### src/rtl/ika9958_pkg.sv
// Shared types and the modulo-line target arithmetic for the horizontal dot-timing block.
package ika9958_pkg;

  localparam int HCNT_W = 9;

  typedef logic [HCNT_W-1:0] hcnt_t;
  typedef logic signed [3:0] hadj_t;

  // Shift a decode point by a signed adjust and wrap it back into 0..htotal-1.
  function automatic hcnt_t hwrap(input hcnt_t base, input hadj_t adj, input hcnt_t htotal);
    logic signed [HCNT_W:0] sum;
    logic signed [HCNT_W:0] tot;
    tot = signed'({1'b0, htotal});
    sum = signed'({1'b0, base}) + signed'((HCNT_W + 1)'(adj));
    if (sum < 0) begin
      sum = sum + tot;
    end else if (sum >= tot) begin
      sum = sum - tot;
    end
    return hcnt_t'(sum[HCNT_W-1:0]);
  endfunction

endpackage

### src/rtl/ika9958_hdot_cmp.sv
// One decode point: registered one-dot strobe for count == BASE (+ adjust when IKA9958_HADJ_EN).
module ika9958_hdot_cmp
  import ika9958_pkg::*;
#(
  parameter int BASE   = 0,
  parameter int HTOTAL = 342
) (
  input  logic  clk_i,
  input  logic  rst_i,
  input  logic  cen_i,
  input  hadj_t adj_d_i,
  input  hcnt_t cnt_d_i,
  output logic  strobe_o
);

  hcnt_t target;
  logic  strobe_q;

`ifdef IKA9958_HADJ_EN
  assign target = hwrap(hcnt_t'(BASE), adj_d_i, hcnt_t'(HTOTAL));
`else
  logic unused_adj;
  assign unused_adj = ^adj_d_i;
  assign target     = hcnt_t'(BASE);
`endif

  // Compared against the next count so the strobe lines up with the dot it names.
  always_ff @(posedge clk_i) begin
    if (rst_i) begin
      strobe_q <= (hcnt_t'(BASE) == '0);
    end else if (cen_i) begin
      strobe_q <= (cnt_d_i == target);
    end
  end

  assign strobe_o = strobe_q;

endmodule

### src/rtl/ika9958_hdot_timing.sv
// Horizontal dot counter, HBLANK/HSYNC set/reset strobes and their NOR-style level latches.
// Horizontal set-adjust from i_HADJ is enabled by defining IKA9958_HADJ_EN.
module ika9958_hdot_timing
  import ika9958_pkg::*;
#(
  parameter int HTOTAL     = 342,
  parameter int CNT_W      = HCNT_W,
  parameter int HBLANK_SET = 256,
  parameter int HBLANK_RST = 0,
  parameter int HSYNC_SET  = 282,
  parameter int HSYNC_RST  = 307
) (
  input  logic             i_CLK,
  input  logic             i_RST,
  input  logic             i_CEN,
  input  logic [3:0]       i_HADJ,
  output logic [CNT_W-1:0] o_HCNT,
  output logic             o_LINE_END,
  output logic             o_HBLANK_S,
  output logic             o_HBLANK_R,
  output logic             o_HSYNC_S,
  output logic             o_HSYNC_R,
  output logic             o_HBLANK,
  output logic             o_HSYNC
);

  hcnt_t cnt_q, cnt_d;
  hadj_t adj_q, adj_d;
  logic  wrap;
  logic  line_end_q, blank_q, sync_q;

  assign wrap  = (cnt_q == hcnt_t'(HTOTAL - 1));
  assign cnt_d = wrap ? '0 : cnt_q + 1'b1;

`ifdef IKA9958_HADJ_EN
  // The new adjust takes effect with the first dot of the next line.
  assign adj_d = wrap ? hadj_t'(i_HADJ) : adj_q;

  always_ff @(posedge i_CLK) begin
    if (i_RST) begin
      adj_q <= '0;
    end else if (i_CEN) begin
      adj_q <= adj_d;
    end
  end
`else
  logic unused_hadj;
  assign unused_hadj = ^i_HADJ;
  assign adj_q       = '0;
  assign adj_d       = '0;
`endif

  ika9958_hdot_cmp #(.BASE(HBLANK_SET), .HTOTAL(HTOTAL)) u_blank_s (
    .clk_i(i_CLK), .rst_i(i_RST), .cen_i(i_CEN), .adj_d_i(adj_d), .cnt_d_i(cnt_d), .strobe_o(o_HBLANK_S)
  );
  ika9958_hdot_cmp #(.BASE(HBLANK_RST), .HTOTAL(HTOTAL)) u_blank_r (
    .clk_i(i_CLK), .rst_i(i_RST), .cen_i(i_CEN), .adj_d_i(adj_d), .cnt_d_i(cnt_d), .strobe_o(o_HBLANK_R)
  );
  ika9958_hdot_cmp #(.BASE(HSYNC_SET), .HTOTAL(HTOTAL)) u_sync_s (
    .clk_i(i_CLK), .rst_i(i_RST), .cen_i(i_CEN), .adj_d_i(adj_d), .cnt_d_i(cnt_d), .strobe_o(o_HSYNC_S)
  );
  ika9958_hdot_cmp #(.BASE(HSYNC_RST), .HTOTAL(HTOTAL)) u_sync_r (
    .clk_i(i_CLK), .rst_i(i_RST), .cen_i(i_CEN), .adj_d_i(adj_d), .cnt_d_i(cnt_d), .strobe_o(o_HSYNC_R)
  );

  // NOTE: non-blocking assignments keep every level latch reading last dot's strobes.
  always_ff @(posedge i_CLK) begin
    if (i_RST) begin
      cnt_q      <= '0;
      line_end_q <= 1'b0;
      blank_q    <= 1'b1;
      sync_q     <= 1'b0;
    end else if (i_CEN) begin
      cnt_q      <= cnt_d;
      line_end_q <= (cnt_d == hcnt_t'(HTOTAL - 1));
      // Reset dominates when set and reset targets coincide.
      if (o_HBLANK_R)      blank_q <= 1'b0;
      else if (o_HBLANK_S) blank_q <= 1'b1;
      if (o_HSYNC_R)       sync_q  <= 1'b0;
      else if (o_HSYNC_S)  sync_q  <= 1'b1;
    end
  end

  assign o_HCNT     = cnt_q;
  assign o_LINE_END = line_end_q;
  assign o_HBLANK   = blank_q;
  assign o_HSYNC    = sync_q;

endmodule

### config.mk
export PLATFORM = sky130hd
export DESIGN_NAME = ika9958_hdot_timing
export DESIGN_NICKNAME = d
export VERILOG_FILES = /design/src/rtl/ika9958_pkg.sv /design/src/rtl/ika9958_hdot_cmp.sv /design/src/rtl/ika9958_hdot_timing.sv
export SDC_FILE = /design/constraint.sdc
export NUM_CORES = 1
export LEC_CHECK = 0
export CELL_PAD_IN_SITES_DETAIL_PLACEMENT = 1
export CELL_PAD_IN_SITES_GLOBAL_PLACEMENT = 1
export CORE_ASPECT_RATIO = 2
export CORE_MARGIN = 1
export CORE_UTILIZATION = 33
export CTS_BUF_LIST = sky130_fd_sc_hd__clkbuf_8 sky130_fd_sc_hd__clkbuf_16
export CTS_CLUSTER_SIZE = 40
export DETAILED_ROUTE_END_ITERATION = 10
export PLACE_DENSITY_LB_ADDON = 0.1
export SLEW_MARGIN = 20
export SYNTH_ARGS = -nofsm -noshare
export SYNTH_HDL_FRONTEND = slang
export SYNTH_SLANG_ARGS = --single-unit
export TNS_END_PERCENT = 20
### constraint.sdc
create_clock -name i_CLK -period 1.8 [get_ports i_CLK]
set_input_delay 0.27 -clock i_CLK [delete_from_list [all_inputs] [get_ports i_CLK]]
set_output_delay 0.27 -clock i_CLK [all_outputs]
set_load 0.03 [all_outputs]
==> results of run 1 <==
[synth_stat cells, types with 2 or more instances]
master and number:
sky130_fd_sc_hd__and4_4 2, sky130_fd_sc_hd__nand4_1 3, sky130_fd_sc_hd__a21oi_1 9, sky130_fd_sc_hd__xor2_1 4
sky130_fd_sc_hd__dfxtp_1 16, sky130_fd_sc_hd__nor3b_1 2, sky130_fd_sc_hd__nand2_1 9, sky130_fd_sc_hd__buf_2 3
sky130_fd_sc_hd__nand3_1 8, sky130_fd_sc_hd__nor2b_1 2, sky130_fd_sc_hd__nand2b_1 3, sky130_fd_sc_hd__buf_4 2
sky130_fd_sc_hd__a32o_1 2, sky130_fd_sc_hd__nand3b_1 2, sky130_fd_sc_hd__clkbuf_1 4, sky130_fd_sc_hd__and3_1 2
sky130_fd_sc_hd__o21ai_0 3, sky130_fd_sc_hd__or3_1 2, sky130_fd_sc_hd__xnor2_1 3, sky130_fd_sc_hd__a211oi_1 3
sky130_fd_sc_hd__nor3_1 3, sky130_fd_sc_hd__nor2_1 11, sky130_fd_sc_hd__inv_1 4, sky130_fd_sc_hd__ha_1 4
[where the power goes]
part | total (mW) | internal (mW) | switching (mW)
Clock | 0.285 | 0.152 | 0.133
Sequential | 0.371 | 0.362 | 0.00876
Combinational | 0.141 | 0.0613 | 0.0798
[logic make-up (layout without fill, tap and decap cells)]
| group | count (synthesis) | after routing | synth area share, % |
|---|---|---|---|
| xor gates and xnor gates | 7 | 7 | 5.88 |
| AOI/OAI and AO/OA | 26 | 26 | 18.1 |
| DFF | 16 | 16 | 30.7 |
| adders and majority gates | 4 | 4 | 4.80 |
| muxes | 2 | 2 | 2.04 |
| buffers and inverters | 13 | 45 | 5.75 |
| and+or+nand+nor | 57 | 57 | 32.7 |
[routing by layer]
layer | vias to the layer above | GRT usage [%] | routed length (um)
met4 | 0 | 8.39 | 53
met3 | 6 | 2.64 | 71
met2 | 17 | 37.7 | 1690
met5 | - | 0 | 0
li1 | 517 | - | -
met1 | 511 | 20.7 | 1260
[per-stage QoR]
stage	cell area (sq um)	total power [mW]
2_1_floorplan	1060	0.455
3_3_place_gp	1370	0.510
3_5_place_dp	1370	0.515
4_1_cts	1430	0.799
5_1_grt	1460	0.830
6_report	1460	0.797
[final timing paths]
check | start | to | slack [ns] | depth (start not counted)
worst max register to register | o_HCNT[1] | u_sync_s.strobe_o | 0.04 | 6
worst min-delay path | u_sync_r.strobe_o | o_HSYNC | 0.48 | 1
worst max-delay path | o_HCNT[1] | u_sync_s.strobe_o | 0.04 | 6
worst min register to register | u_sync_r.strobe_o | o_HSYNC | 0.48 | 1
[final cells by class]
class                   count  area (sq um)
clock buffers               3          41.3
clock inverters             1          3.75
fillers                   355          1510
inverters                   4          15.0
multi-input cells          96           702
flip-flops and latches     16           333
well taps                  30          37.5
repair buffers             37           332
[sequential cells by signal, summed over array words and instances, names as in the netlist]
signal	count
o_HSYNC	1
u_blank_s.strobe_o	1
u_sync_s.strobe_o	1
o_HCNT	9
o_HBLANK	1
u_sync_r.strobe_o	1
u_blank_r.strobe_o	1
o_LINE_END	1
[what timing repair did]
action,CTS,global route
setup endpoints to repair,4,6
pin swaps,0,0
buffers inserted,0,0
resized for setup,3,7
cloned,0,0
==> impl_metrics.tcl, run 1 <==
set metrics [dict create \
    wire_per_inst_um 16.5 \
    ant_nets 0 \
    cells_traversed_along_the_worst_timing_path "buf_6, and4_4, and3_4, mux2i_1, or3_1, o41ai_2" \
    fin_worst_hold_slack_ns 0.477 \
    grt_setup_unrepaired "true" \
    critical_path_end_type "register" \
    globalRoute.totalOverflow 0 \
    drt-pass1-iter-count 4 \
    vias_per_cell 5.62 \
    cts.clk_slew.worst_paths_ns 0.06 \
    area_delta_synth_final_pct 40.3 \
    grt_resource_usage_total_pct 19.6 \
    final.period_utilization_pct 98.0 \
    finalNetCount 169 \
    first_pass_grt_wire_length_um 5120 \
    cts_htree_levels 1 \
    floorplan.die.width_um 41.8 \
    synth-main-ff-cell "sky130_fd_sc_hd__dfxtp_1" \
    drive_gt1_share_pct 28.0 \
    core_area_sq_um 2980 \
    most_common_cell_after_layout_fill_and_taps_aside "sky130_fd_sc_hd__buf_4" \
    p_leak_nw 0.575 \
    setup_violation_total_in_the_final_timing_report 0 \
    critical_path.max_stage_delay_ns 0.39 \
    place.gp.congestion 0.791 \
    number_of_flops_mapped_to_enable_cells_by_yosys 0 \
    netlist.top_cell.by_area "sky130_fd_sc_hd__dfxtp_1" \
    synthCells 125 \
    layout.core_utilization_pct 49.2 \
    share_of_the_synthesized_area_in_the_top_cell_type_pct 30.7 \
    syn-num-nets 136 \
    via_count_of_the_first_global_routing_pass 1081 \
    asyncSetResetFlopFracSynth_pct 0 \
    ys_ff_latch 16 \
    antenna_cells 0 \
    setup_ws_ns 0.0356 \
    synth.yosys.warnings 0 \
    cts.hold.buffers_added 0 \
    buffer_ports.inserted 18 \
    worst_slew_margin_rel_pct 77.5 \
    netlist_area_sq_um 1040 \
    clock.fmax_mhz 567 \
    drv.max_cap_violation_count 0 \
    dieHeight_um 81.5 \
    timing.critical_path.slowest_stage_cell "sky130_fd_sc_hd__or3_1" \
    path_class "reg2reg" \
    slew_viol_final 0 \
    report.final.hold_viol_count 0 \
    place.detailed.hpwl_um 2410 \
    layoutNonFillerInstCount 187 \
    setup_tns_ns 0 \
    cp_data_arrival_time_ns 1.92 \
    cts_num_sinks 16 \
    buffer_cell_driving_the_clock_tree_root "sky130_fd_sc_hd__clkbuf_8" \
    netlist-cell-type-count 43 \
    fin_crit_ns 1.76 \
    dr.first_iter.drc_count 18 \
    pre_cts_ws_ns -0.0531 \
    crit_path_start_kind "register" \
    clock_latency_ns 0.25 \
    critical_path_required_ns 1.96 \
    total_die_area_sq_um 3400 \
    power_per_cell_area_nw_per_um2 544 \
    via_count 1051 \
    worst_hold_path_type "reg2reg" \
    max-clock-path-buffers 2 \
    most-common-layout-cells "18 x sky130_fd_sc_hd__buf_4, 16 x sky130_fd_sc_hd__clkdlybuf4s50_1, 11 x sky130_fd_sc_hd__nor2_1" \
    syn-mean-instance-area_sq_um 8.35 \
    post-place-cells 183 \
    synth.area.top_cells "sky130_fd_sc_hd__dfxtp_1 31%, sky130_fd_sc_hd__ha_1 4.8%, sky130_fd_sc_hd__a21oi_1 4.3%" \
    vdd_ir_drop_max_mv 0.279 \
    cp.buffers_inverters 1 \
    timing.critical_path.max_delay_family "simple AND/OR/NAND/NOR gates" \
    grt_max_degree 13 \
    worst_pin_slew_ns 0.336 \
    result_of_the_run "finished, final reports clean" \
    ioPinCount 23 \
    cp_max_fo 9 \
    floorplan.initialDensity_pct 35.0 \
    final.setup_skew_ns 0.00540 \
    route.final.wire_length_um 3080 \
    fp-row-count 28 \
    detail_route.drc_violations 0 \
    cts-buffers-inserted 3 \
    synth_sequential_area_ratio_pct 30.7 \
    cts_tree "yes" \
    initial_antenna_violation_count 0 \
]
Power figures use the tool's default switching activity.
==> inputs of run 2 (changes only) <==
- GPL_TIMING_DRIVEN: not set -> 0
==> run 2 against run 1 <==
The flow now finishes with violations (negative setup slack). Die area unchanged. Sequential share of layout area down 0.97 points. Final cell count up 1.6%. Utilization up 2.2 points. Maximum frequency down 3.0%. Combinational power up 9%. First-iteration DRC count up 5.6%. Register-to-register slack worse by 0.05 ns. Critical path depth unchanged. Design area up 4.4%.
==> impl_metrics.tcl, run 2 (synthesis results as in run 1) <==
set metrics [dict create \
    initial_antenna_violation_count 0 \
    most_common_cell_after_layout_fill_and_taps_aside "sky130_fd_sc_hd__clkdlybuf4s50_1" \
    globalRoute.totalOverflow 0 \
    power_per_cell_area_nw_per_um2 531 \
    setup_ws_ns -0.0189 \
    p_int_mw 0.580 \
    clock.fmax_mhz 550 \
    filler_cell_count 350 \
    via_count 1085 \
    drt-pass1-iter-count 4 \
    place.gp.congestion 0.740 \
    clock_latency_ns 0.25 \
    crit_path_start_kind "register" \
    report.final.hold_viol_count 0 \
    cts_tree "yes" \
    cts-buffers-inserted 3 \
    dr.first_iter.drc_count 19 \
    fp-row-count 28 \
    power.switching_fraction_pct 28.5 \
    fin_crit_ns 1.82 \
    worst_slew_margin_rel_pct 63.1 \
    cts.hold.buffers_added 0 \
    cells_traversed_along_the_worst_timing_path "buf_6, and4_4, and3_4, mux2i_2, or3_4, o41ai_4" \
    final.period_utilization_pct 101 \
    antenna_cells 0 \
    failed_checks "negative setup slack" \
    critical_path.max_stage_delay_ns 0.40 \
    detail_route.drc_violations 0 \
    core_area_sq_um 2980 \
    most-common-layout-cells "16 x sky130_fd_sc_hd__clkdlybuf4s50_1, 14 x sky130_fd_sc_hd__buf_4, 11 x sky130_fd_sc_hd__nor2_1" \
    buffer_ports.inserted 17 \
    path_class "reg2reg" \
    cts_num_sinks 16 \
    sequentialPowerShare_pct 45.8 \
    vdd_ir_drop_max_mv 0.410 \
    worst_hold_path_type "in2reg" \
    area_delta_synth_final_pct 46.5 \
    cp_data_arrival_time_ns 1.98 \
    via_count_of_the_first_global_routing_pass 1152 \
    floorplan.die.width_um 41.8 \
    final.setup_skew_ns 0.00457 \
    buffer_cell_driving_the_clock_tree_root "sky130_fd_sc_hd__clkbuf_8" \
    grt_setup_unrepaired "true" \
    drive_gt1_share_pct 32.5 \
    max-clock-path-buffers 2 \
    largest_reg_flops 9 \
    critical_path_required_ns 1.96 \
    p_leak_nw 0.609 \
    total_die_area_sq_um 3400 \
    first_pass_grt_wire_length_um 5310 \
    layoutNonFillerInstCount 190 \
    drv.max_cap_violation_count 0 \
    grt_max_degree 11 \
    cts.clk_slew.worst_paths_ns 0.07 \
    layout.core_utilization_pct 51.3 \
    post-place-cells 172 \
    finalNetCount 172 \
    place.detailed.hpwl_um 2360 \
    result_of_the_run "finished, violations left" \
    ioPinCount 23 \
    ant_nets 0 \
    dieHeight_um 81.5 \
    vias_per_cell 5.71 \
    power.share.combinational_pct 19.0 \
    netSwitchingPower_mw 0.232 \
    grt_resource_usage_total_pct 20.5 \
    wire_per_inst_um 17.9 \
    floorplan.initialDensity_pct 35.0 \
    critical_path_end_type "register" \
    clock_power_share_pct 35.1 \
    slew_viol_final 0 \
    route.final.wire_length_um 3400 \
    worst_pin_slew_ns 0.553 \
    setup_violation_total_in_the_final_timing_report 1 \
    timing.critical_path.slowest_stage_cell "sky130_fd_sc_hd__or3_4" \
    cts_htree_levels 1 \
    cp_max_fo 3 \
]
## run 2: cell types whose count changed in the layout (fill, tap and decap cells not counted), moves of 2 or more
cell and change:
sky130_fd_sc_hd__buf_4 -4, sky130_fd_sc_hd__buf_2 +3, sky130_fd_sc_hd__buf_6 +2, sky130_fd_sc_hd__clkbuf_1 +2
## run 2: area by class of cell
cell class                      count  area, sq um  share of cell area, %
Multi-Input combinational cell     96          759                   49.7
Sequential cell                    16          333                   21.8
Timing Repair Buffer               31          285                   18.7
Buffer                              9         53.8                   3.52
Clock buffer                        3         41.3                   2.70
Tap cell                           30         37.5                   2.45
Inverter                            4         15.0                  0.982
Clock inverter                      1         3.75                  0.245
## run 2: worst max-delay path, delay by kind of cell (launching register included)
kind | cells | cell delay (ns)
buf+inv | 1 | 0.11
flops | 1 | 0.38
simple gates | 3 | 0.84
mux | 1 | 0.08
compound gates | 1 | 0.31
## run 2: stage by stage
stage               hold slack (ns)  power (mW)  cell area, sq um  TNS (ns)  setup WS (ns)
global placement              0.457       0.496              1270    -0.407         -0.139
detailed placement            0.473       0.500              1270    -0.550         -0.179
finish                        0.460       0.812              1530   -0.0189        -0.0189
floorplan                     0.370       0.455              1060         0        0.00462
CTS                           0.397       0.817              1430         0        0.00406
global route                  0.499       0.856              1530    -0.167        -0.0625
## run 2: power by group through the flow
| stage | sequential, mW | combinational (mW) | clock, mW |
|---|---|---|---|
| final | 0.372 | 0.154 | 0.285 |
| after global routing | 0.373 | 0.166 | 0.317 |
| after CTS | 0.370 | 0.148 | 0.298 |
| after detailed placement | 0.381 | 0.119 | 0 |
| after global placement | 0.380 | 0.115 | 0 |
| after floorplan | 0.396 | 0.0590 | 0 |
## run 2: repair_timing
action,in CTS,in global routing
setup buffers,7,7
setup endpoints to repair,5,4
hold endpoints to repair,0,0
gates resized for setup,15,9
gates cloned,0,0
pin swaps,4,5
## run 2: layer usage
| metal | track usage [%] | share of wire [%] | routed length [um] | up-vias |
|---|---|---|---|---|
| met3 | 2.64 | 1.7 | 59 | 9 |
| met1 | 19.9 | 39 | 1320 | 532 |
| met4 | 10.3 | 2.5 | 84 | 0 |
| met2 | 40.6 | 57 | 1930 | 24 |
| li1 | - | - | - | 520 |
| met5 | 0 | 0 | 0 | - |
## run 2: path summary, 6_finish.rpt
kind / from / end / slack, ns / depth (start not counted)
setup / recovery: o_HCNT[0] / u_sync_s.strobe_o / -0.02 / 6
hold / removal: i_CEN / o_HCNT[5] / 0.46 / 4
hold reg to reg: u_sync_r.strobe_o / o_HSYNC / 0.47 / 1
setup reg to reg: o_HCNT[0] / u_sync_s.strobe_o / -0.02 / 6
==> inputs of run 3 (changes only) <==
- CORE_MARGIN: 1 -> 2
- SLEW_MARGIN: 20 -> not set
==> run 3 against run 2 <==
The flow still finishes with violations (negative setup slack). Flip-flop and latch count unchanged. Final cell count decreased by 3.2%. Total power about the same. Setup slack got worse by 0.0013 ns. Sequential power about the same. Clock power about the same. Combinational power about the same. Worst hold slack got worse by 0.066 ns. Routed wire length decreased by 0.12%. Clock-buffer cell count unchanged. Die area increased by 7.4%. Critical endpoint unchanged. Largest power group unchanged.
==> impl_metrics.tcl, run 3 (synthesis results as in run 1) <==
set metrics [dict create \
    cp_max_fo 6 \
    netSwitchingPower_mw 0.233 \
    crit_path_start_kind "register" \
    slew_viol_final 0 \
    vdd_ir_drop_max_mv 0.278 \
    via_count 1088 \
    via_count_of_the_first_global_routing_pass 1138 \
    worst-r2r-cell-count 6 \
    clock_power_share_pct 35.5 \
    largest_reg_flops 9 \
    globalRoute.totalOverflow 0 \
    clock_latency_ns 0.26 \
    power.switching_fraction_pct 28.7 \
    critical_path_end_type "register" \
    place.detailed.hpwl_um 2330 \
    p_leak_nw 0.529 \
    detail_route.drc_violations 0 \
    grt_resource_usage_total_pct 19.8 \
    setup_violation_total_in_the_final_timing_report 2 \
    min-delay-start "i_CEN" \
    setup_ws_ns -0.0202 \
    most-common-layout-cells "17 x sky130_fd_sc_hd__clkdlybuf4s50_1, 10 x sky130_fd_sc_hd__nor2_1, 10 x sky130_fd_sc_hd__dfxtp_1" \
    area_delta_synth_final_pct 38.5 \
    most_common_cell_after_layout_fill_and_taps_aside "sky130_fd_sc_hd__clkdlybuf4s50_1" \
    r2r_slack_ns -0.02 \
    finalNetCount 166 \
    core_area_sq_um 2980 \
    place.gp.congestion 0.836 \
    floorplan.die.width_um 43.8 \
    route.final.wire_length_um 3390 \
    worst_slew_margin_rel_pct 59.1 \
    ioPinCount 23 \
    total_die_area_sq_um 3660 \
    result_of_the_run "finished, violations left" \
    cts_num_sinks 16 \
    ant_nets 0 \
    grt_setup_unrepaired "true" \
    max-clock-path-buffers 2 \
    drive_gt1_share_pct 29.2 \
    pre_cts_ws_ns -0.193 \
    cts.hold.buffers_added 0 \
    worst_pin_slew_ns 0.613 \
    buffer_ports.inserted 17 \
    power.share.combinational_pct 18.9 \
    design_power_total_mw 0.812 \
    dieHeight_um 83.5 \
    cts.clk_slew.worst_paths_ns 0.07 \
    critical_path_required_ns 1.96 \
    fin_crit_ns 1.82 \
    floorplan.initialDensity_pct 35.0 \
    layout.core_utilization_pct 48.5 \
    min_to "o_HCNT[8]" \
    failed_checks "negative setup slack" \
    cts-buffers-inserted 3 \
    final.period_utilization_pct 101 \
    cp_data_arrival_time_ns 1.98 \
    path_class "reg2reg" \
    final.setup_skew_ns 0.00472 \
    report.final.hold_viol_count 0 \
    antenna_cells 0 \
    dr.first_iter.drc_count 17 \
    clock.fmax_mhz 549 \
    drv.max_cap_violation_count 0 \
    cts_tree "yes" \
    fp-row-count 28 \
    worstReg2RegStart "o_HCNT[1]" \
    min_delay_path_depth 3 \
    cts_htree_levels 1 \
    power_per_cell_area_nw_per_um2 562 \
    drt-pass1-iter-count 4 \
    initial_antenna_violation_count 0 \
    worst_hold_path_type "in2reg" \
    regToRegEndpoint "u_sync_s.strobe_o" \
    sequentialPowerShare_pct 45.7 \
    p_int_mw 0.579 \
    vias_per_cell 5.91 \
    buffer_cell_driving_the_clock_tree_root "sky130_fd_sc_hd__clkbuf_8" \
    first_pass_grt_wire_length_um 5480 \
    wire_per_inst_um 18.4 \
    grt_max_degree 11 \
]
## run 3: changes by cell type in the layout (fill, tap and decap cells not counted), sizes merged
cell / delta
buf: -6
clkdlybuf4s50: +1
dlymetal6s2s: -1
## run 3: layout make-up
cell class / count / area (sq um)
Fill cell: 350 / 1530
Multi-Input combinational cell: 96 / 724
Sequential cell: 16 / 333
Timing Repair Buffer: 25 / 234
Buffer: 9 / 53.8
Clock buffer: 3 / 41.3
Tap cell: 30 / 37.5
Inverter: 4 / 17.5
Clock inverter: 1 / 3.75
## run 3: how the worst max path moves through the flow
stage | start | endpoint | slack, ns
2_1_floorplan | o_HCNT[1] | u_sync_s.strobe_o | 0.005
3_3_place_gp | o_HCNT[1] | u_sync_s.strobe_o | -0.13
3_5_place_dp | o_HCNT[1] | u_sync_s.strobe_o | -0.19
4_1_cts | o_HCNT[1] | u_sync_s.strobe_o | -0.03
5_1_grt | o_HCNT[1] | u_sync_r.strobe_o | -0.08
6_report | o_HCNT[1] | u_sync_s.strobe_o | -0.02
## run 3: metal layers
metal	GRT usage [%]	up-vias	wire length [um]
met5	0	-	0
met4	12.1	0	137
met3	2.16	9	72
met2	34.0	19	1820
met1	21.7	552	1360
li1	-	508	-
## run 3: stage by stage
| stage | cell area (sq um) | std cells | hold slack, ns | setup TNS (ns) |
|---|---|---|---|---|
| floorplan | 1060 | 125 | 0.370 | 0 |
| global placement | 1270 | 172 | 0.458 | -0.387 |
| detailed placement | 1270 | 172 | 0.468 | -0.515 |
| CTS | 1400 | 181 | 0.398 | -0.0649 |
| global route | 1450 | 184 | 0.420 | -0.174 |
| finish | 1450 | 184 | 0.394 | -0.0319 |
## run 3: power groups by stage
stage / combinational [mW] / clock, mW / sequential, mW
floorplan: 0.0590 / 0 / 0.396
global placement: 0.116 / 0 / 0.380
detailed placement: 0.119 / 0 / 0.381
CTS: 0.143 / 0.297 / 0.370
global route: 0.164 / 0.316 / 0.372
finish: 0.153 / 0.288 / 0.371
## run 3: timing repair
item	4_1_cts	5_1_grt
pin swaps	2	3
gates resized for setup	11	8
buffers inserted	5	3
setup endpoints to repair	5	5
## run 3: worst max-delay path, stage by stage (launching register included)
cell and delay (ns):
sky130_fd_sc_hd__dfxtp_4 0.37, sky130_fd_sc_hd__buf_6 0.12, sky130_fd_sc_hd__and4_4 0.25, sky130_fd_sc_hd__and3_4 0.20, sky130_fd_sc_hd__mux2i_1 0.11, sky130_fd_sc_hd__or3_1 0.40, sky130_fd_sc_hd__o41ai_2 0.27
